**src/rtl/pwm_pkg.sv**
```systemverilog
// Shared types and default sizing for the PWM capture block.
package pwm_pkg;

   typedef enum logic [1:0] {
      IDLE = 2'd0,
      HIGH = 2'd1,
      LOW  = 2'd2
   } state_t;

   localparam int unsigned CNT_W_DEF       = 32;
   localparam int unsigned TIMEOUT_DEF     = 1000;
   localparam int unsigned SYNC_STAGES_DEF = 2;

endpackage

```
**src/rtl/pwm_edge_sync.sv**
```systemverilog
// Synchronizes an asynchronous line and reports its rising/falling edges.
module pwm_edge_sync
   import pwm_pkg::*;
#(
   parameter int unsigned SYNC_STAGES = SYNC_STAGES_DEF
) (
   input  logic clock,
   input  logic reset,
   input  logic sig_i,
   output logic s_o,
   output logic rise_o,
   output logic fall_o
);

   logic [SYNC_STAGES-1:0] sync_q, sync_d;
   logic                   dly_q;

   assign sync_d = {sync_q[SYNC_STAGES-2:0], sig_i};
   assign s_o    = sync_q[SYNC_STAGES-1];
   assign rise_o = s_o & ~dly_q;
   assign fall_o = ~s_o & dly_q;

   always_ff @(posedge clock or posedge reset) begin
      if (reset) begin
         sync_q <= '0;
         dly_q  <= 1'b0;
      end else begin
         sync_q <= sync_d;
         dly_q  <= s_o;
      end
   end

endmodule

```
**src/rtl/pwm_capture.sv**
```systemverilog
// Measures PWM period and high time per complete period;
// flags a line that stays at one level for TIMEOUT cycles.
module pwm_capture
   import pwm_pkg::*;
#(
   parameter int unsigned CNT_W       = CNT_W_DEF,
   parameter int unsigned TIMEOUT     = TIMEOUT_DEF,
   parameter int unsigned SYNC_STAGES = SYNC_STAGES_DEF
) (
   input  logic             clock,
   input  logic             reset,
   input  logic             enable,
   input  logic             pwm_in,
   output logic [CNT_W-1:0] period,
   output logic [CNT_W-1:0] high_time,
   output logic             meas_valid,
   output logic             stuck_high,
   output logic             stuck_low
);

   localparam logic [CNT_W-1:0] TMO = CNT_W'(TIMEOUT);
   localparam logic [CNT_W-1:0] ONE = CNT_W'(1);

   state_t           state_q, state_d;
   logic [CNT_W-1:0] cnt_q, cnt_d;
   logic [CNT_W-1:0] high_cap_q, high_cap_d;
   logic [CNT_W-1:0] period_q, period_d;
   logic [CNT_W-1:0] high_time_q, high_time_d;
   logic             mv_q, mv_d;
   logic             sh_q, sh_d;
   logic             sl_q, sl_d;

   logic s, rise, fall, edge_any, tmo;

   pwm_edge_sync #(
      .SYNC_STAGES(SYNC_STAGES)
   ) u_sync (
      .clock (clock),
      .reset (reset),
      .sig_i (pwm_in),
      .s_o   (s),
      .rise_o(rise),
      .fall_o(fall)
   );

   assign edge_any = rise | fall;
   // An edge in the same cycle as the limit beats the timeout.
   assign tmo = (state_q != IDLE) && (cnt_q == TMO) && !edge_any;

   always_ff @(posedge clock or posedge reset) begin
      if (reset) state_q <= IDLE;
      else       state_q <= state_d;
   end

   always_comb begin
      state_d = state_q;
      if (!enable) begin
         state_d = IDLE;
      end else begin
         case (state_q)
            IDLE: if (rise) state_d = HIGH;
            HIGH: begin
               if (rise)      state_d = HIGH;
               else if (fall) state_d = LOW;
               else if (tmo)  state_d = IDLE;
            end
            LOW: begin
               if (rise)     state_d = HIGH;
               else if (tmo) state_d = IDLE;
            end
            default: state_d = IDLE;
         endcase
      end
   end

   always_comb begin
      cnt_d       = cnt_q;
      high_cap_d  = high_cap_q;
      period_d    = period_q;
      high_time_d = high_time_q;
      mv_d        = 1'b0;
      sh_d        = sh_q;
      sl_d        = sl_q;
      if (!enable) begin
         sh_d = 1'b0;
         sl_d = 1'b0;
      end else begin
         if (edge_any) begin
            sh_d = 1'b0;
            sl_d = 1'b0;
         end
         if (rise)
            cnt_d = ONE;
         else if (state_q != IDLE && cnt_q != TMO)
            cnt_d = cnt_q + ONE;
         if (state_q == HIGH && fall)
            high_cap_d = cnt_q;
         if (state_q == LOW && rise) begin
            period_d    = cnt_q;
            high_time_d = high_cap_q;
            mv_d        = 1'b1;
         end
         if (tmo) begin
            sh_d = s;
            sl_d = ~s;
         end
      end
   end

   always_ff @(posedge clock or posedge reset) begin
      if (reset) begin
         cnt_q       <= '0;
         high_cap_q  <= '0;
         period_q    <= '0;
         high_time_q <= '0;
         mv_q        <= 1'b0;
         sh_q        <= 1'b0;
         sl_q        <= 1'b0;
      end else begin
         cnt_q       <= cnt_d;
         high_cap_q  <= high_cap_d;
         period_q    <= period_d;
         high_time_q <= high_time_d;
         mv_q        <= mv_d;
         sh_q        <= sh_d;
         sl_q        <= sl_d;
      end
   end

   assign period     = period_q;
   assign high_time  = high_time_q;
   assign meas_valid = mv_q;
   assign stuck_high = sh_q;
   assign stuck_low  = sl_q;

endmodule

```
**config.mk**
```make
export PLATFORM = sky130hd
export DESIGN_NAME = pwm_capture
export DESIGN_NICKNAME = d
export VERILOG_FILES = /design/src/rtl/pwm_pkg.sv /design/src/rtl/pwm_edge_sync.sv /design/src/rtl/pwm_capture.sv
export SDC_FILE = /design/constraint.sdc
export NUM_CORES = 1
export LEC_CHECK = 0
export CORE_UTILIZATION = 50
export CTS_CLUSTER_SIZE = 30
export DETAILED_ROUTE_END_ITERATION = 8
export PLACE_DENSITY = 0.75
export SLEW_MARGIN = 5
export SYNTH_ARGS = -nofsm -noshare
export SYNTH_HDL_FRONTEND = slang
export SYNTH_SLANG_ARGS = --single-unit
export TNS_END_PERCENT = 10
```
**constraint.sdc**
```tcl
create_clock -name clock -period 11.6 [get_ports clock]
set_input_delay 3.48 -clock clock [delete_from_list [all_inputs] [get_ports clock]]
set_output_delay 3.48 -clock clock [all_outputs]
set_load 0.03 [all_outputs]
```
==> metrics.md <==
| Metric | Value |
|---|---|
| WHS Endpoint | `u_sync.sync_q[1]` |
| Number of core rows | `39` |
| GR Layer Usage met1 | `29.3%` |
| Hold_sp | `u_sync.sync_q[0]` |
| Max-slew headroom | `33.4%` |
| Post-CTS Repair Setup Buffers | `0` |
| Count of pins over their slew limit | `0` |
| Syn_area_per_cell | `12.5 um^2` |
| Number of flops mapped to enable cells by yosys | `0` |
| Number of synthesized register bits | `136` |
| TNS Setup | `0 ps` |
| Fin Hold WS | `355 ps` |
| First drt pass iteration count | `4` |
| Clk_lat worst skew | `420 ps` |
| GR Util met3 | `5.81%` |
| N_diodes | `0` |
| Placed cell count | `650` |
| FFs w/ async S/R, synth | `100%` |
| I/O Buffers | `70` |
| Area Overhead vs Synth | `23.5%` |
| Switching pwr | `234 uW` |
| Critical Path RT | `11890 ps` |
| Final ANT Viol Nets | `0` |
| Hold Path Depth | `0` |
| Most Used Layer, Global Route | `met2` |
| Largest net degree at the start of global routing | `70` |
| Peak supply drop | `81.1 uV` |
| H-tree levels | `4` |
| Vias in the first global route | `3967` |
| Final setup vio count | `0` |
| WL/cell | `17.3 um` |
| First DRT Iteration DRCs | `227` |
| Final Core Density | `63.1%` |
| R2r setup slk | `8400 ps` |
| RR Startpoint | `u_sync.sync_q[1]` |
| RSZ-0062 raised after global routing | `no` |
| Post-Syn Instances | `465` |
| Worst reg2reg path depth | `5` |
| Hold WC Path Type | `flip-flop to flip-flop` |
| Synth Net Count | `473` |
| Longest Clk Path Bufs | `2` |
| Worst reg2reg endpoint | `high_time[30]` |
| Area of the multi-input gates | `2240 um^2` |
| Fin crit period | `6350 ps` |
| Clk pwr share | `49.6%` |
| Chip height | `110 um` |
| DP HPWL | `7.39 mm` |
| Vias per cell | `5.82` |
| Startpoint Class | `primary input` |
| Met2 GRT Util | `32.8%` |
| GR Overflow Total | `0` |
| Layout cells sized above 1 | `22.9%` |
| Die area | `12100 um^2` |
| Initial core utilization | `51.1%` |
| Hold violation count in the final report | `0` |
| CTS Buf Count | `17` |
| Post-synthesis sequential area ratio | `58.6%` |
| Sequential Area | `3400 um^2` |
| Fmax | `157 MHz` |
| Post-synth top flop | `dfrtp_1` |
| DIE WIDTH | `110 um` |
| Outcome | `finished clean` |
| Cts hold-fix bufs | `0` |
| Post-Syn Area | `5810 um^2` |
| Max-Cap Viols | `0` |
| Switching portion of total power | `21.5%` |
| Placeable core region | `11400 um^2` |
| Leakage power | `0.00335 uW` |
| Setup CP Type | `primary input to flip-flop` |
| Reg clk slew, reported paths | `50 ps` |
| Worst Path Max Fanout | `43` |
| NumNets Final | `534` |
| Worst EP arrival | `6640 ps` |
| Fin crit share | `54.7%` |
| PwrDens | `152 nW/um^2` |
| Fill count | `929` |
| CTS root buf | `clkbuf_16` |
| Tot GR Track Use | `21.8%` |
| Antenna violations before repair | `0` |
| Comb pwr share | `4.8%` |
| I/O pin count | `71` |
| Wirelength, routed | `11.8 mm` |
| Non-Filler Instances | `681` |
| CTS tree | `built` |
| Vias | `3964` |
| CTS sink count | `136` |
| Worst Max-Slew Pin Slew | `998 ps` |
| Post_cts resized | `0` |
| Seq pwr share | `45.6%` |
| Final GP Congestion | `0.817` |
| Clock skew | `10.5 ps` |
| Power Internal | `854 uW` |
| Drt drc | `0` |
| CP Capture Type | `flip-flop` |
| Synth warn | `0` |
| First-pass GRT wire length | `19.7 mm` |
| Synth unique cells | `40` |
==> cell usage in the layout (no fill, tap or decap), types with 3 or more instances in the layout <==
master	instances
dfrtp_1	136
nand3b_1	3
and2_1	4
nand4_1	7
nand3_1	22
clkbuf_8	3
nor4b_1	3
clkdlybuf4s50_1	70
or4_1	14
xnor2_1	5
nand2b_1	3
clkinv_2	5
xor2_1	5
mux2i_1	5
bufinv_16	3
clkbuf_16	17
ha_1	4
nand2_1	24
inv_1	8
o21ai_0	15
nor4_1	10
nor2_1	16
a21oi_1	15
and4_1	6
mux2_2	88
nor3_1	6
or3_1	4
o31ai_1	12
==> per-stage QoR <==
stage | worst slack, ps | power [uW] | instance area (um^2)
floorplan | 4480 | 538 | 5810
global placement | 4910 | 553 | 6580
detailed placement | 4770 | 556 | 6580
CTS | 5220 | 1100 | 7170
global route | 5030 | 1130 | 7170
finish | 5250 | 1090 | 7170
==> worst max-delay path by stage <==
stage                     cells past startpoint   start  slack, ps       endpoint
after floorplan                               1   reset       4480       cnt_q[0]
after global placement                        5  enable       4910   high_time[0]
after detailed placement                      5  enable       4770  high_time[30]
after CTS                                     5  enable       5220  high_time[14]
after global routing                          5  enable       5030  high_time[30]
final                                         5  enable       5250  high_time[30]
==> worst max-delay path, stage by stage <==
cell and delay, ps:
clkdlybuf4s50_1 780, and2_1 870, nand2_2 630, buf_4 490, mux2_2 340
==> layout make-up <==
cell class / count / area share, %
repair buffers: 72 / 9.98
flip-flops and latches: 136 / 47.4
clock inverters: 9 / 1.71
inverters: 9 / 0.541
well taps: 143 / 2.49
clock buffers: 22 / 6.61
multi-input cells: 290 / 31.2
==> power groups by stage <==
stage | sequential (uW) | combinational [uW] | clock, uW
after detailed placement | 504 | 51.6 | 0
after floorplan | 504 | 34.6 | 0
after global routing | 498 | 59.8 | 571
after global placement | 503 | 50.0 | 0
after CTS | 496 | 52.9 | 548
final | 496 | 52.0 | 540
==> synthesized netlist by cell type (all sizes together), types with 10 or more instances <==
| cell | n | area, um^2 |
|---|---|---|
| nand3 | 22 | 110 |
| clkbuf | 12 | 45.0 |
| or4 | 14 | 105 |
| nor2 | 16 | 60.1 |
| o31ai | 12 | 90.1 |
| dfrtp | 136 | 3400 |
| buf | 18 | 90.1 |
| nor4 | 10 | 62.6 |
| mux2 | 88 | 991 |
| nand2 | 25 | 93.8 |
| o21ai | 15 | 75.1 |
| a21oi | 15 | 75.1 |
==> registers in the layout, summed over array words and instances (netlist names) <==
name           flops
period            32
u_sync.sync_q      2
state_q            2
stuck_low          1
high_time         32
stuck_high         1
meas_valid         1
u_sync.dly_q       1
high_cap_q        32
cnt_q             32
==> cells by family after synthesis <==
group	Yosys count	synth area share (%)
AO/OA/AOI/OAI	55	5.96
XOR/XNOR	10	1.51
adder cells (fa/ha/maj)	4	0.861
buffers and inverters	39	2.91
flip-flops	136	58.6
multiplexers	93	17.9
AND/OR/NAND/NOR	128	12.3
==> per-layer routing <==
metal | wire length (um) | up-vias
met4 | 157 | 0
met1 | 5240 | 2024
met5 | 0 | -
met2 | 5840 | 108
met3 | 548 | 16
li1 | - | 1816
No activity file was read; power rests on OpenSTA's default activity.
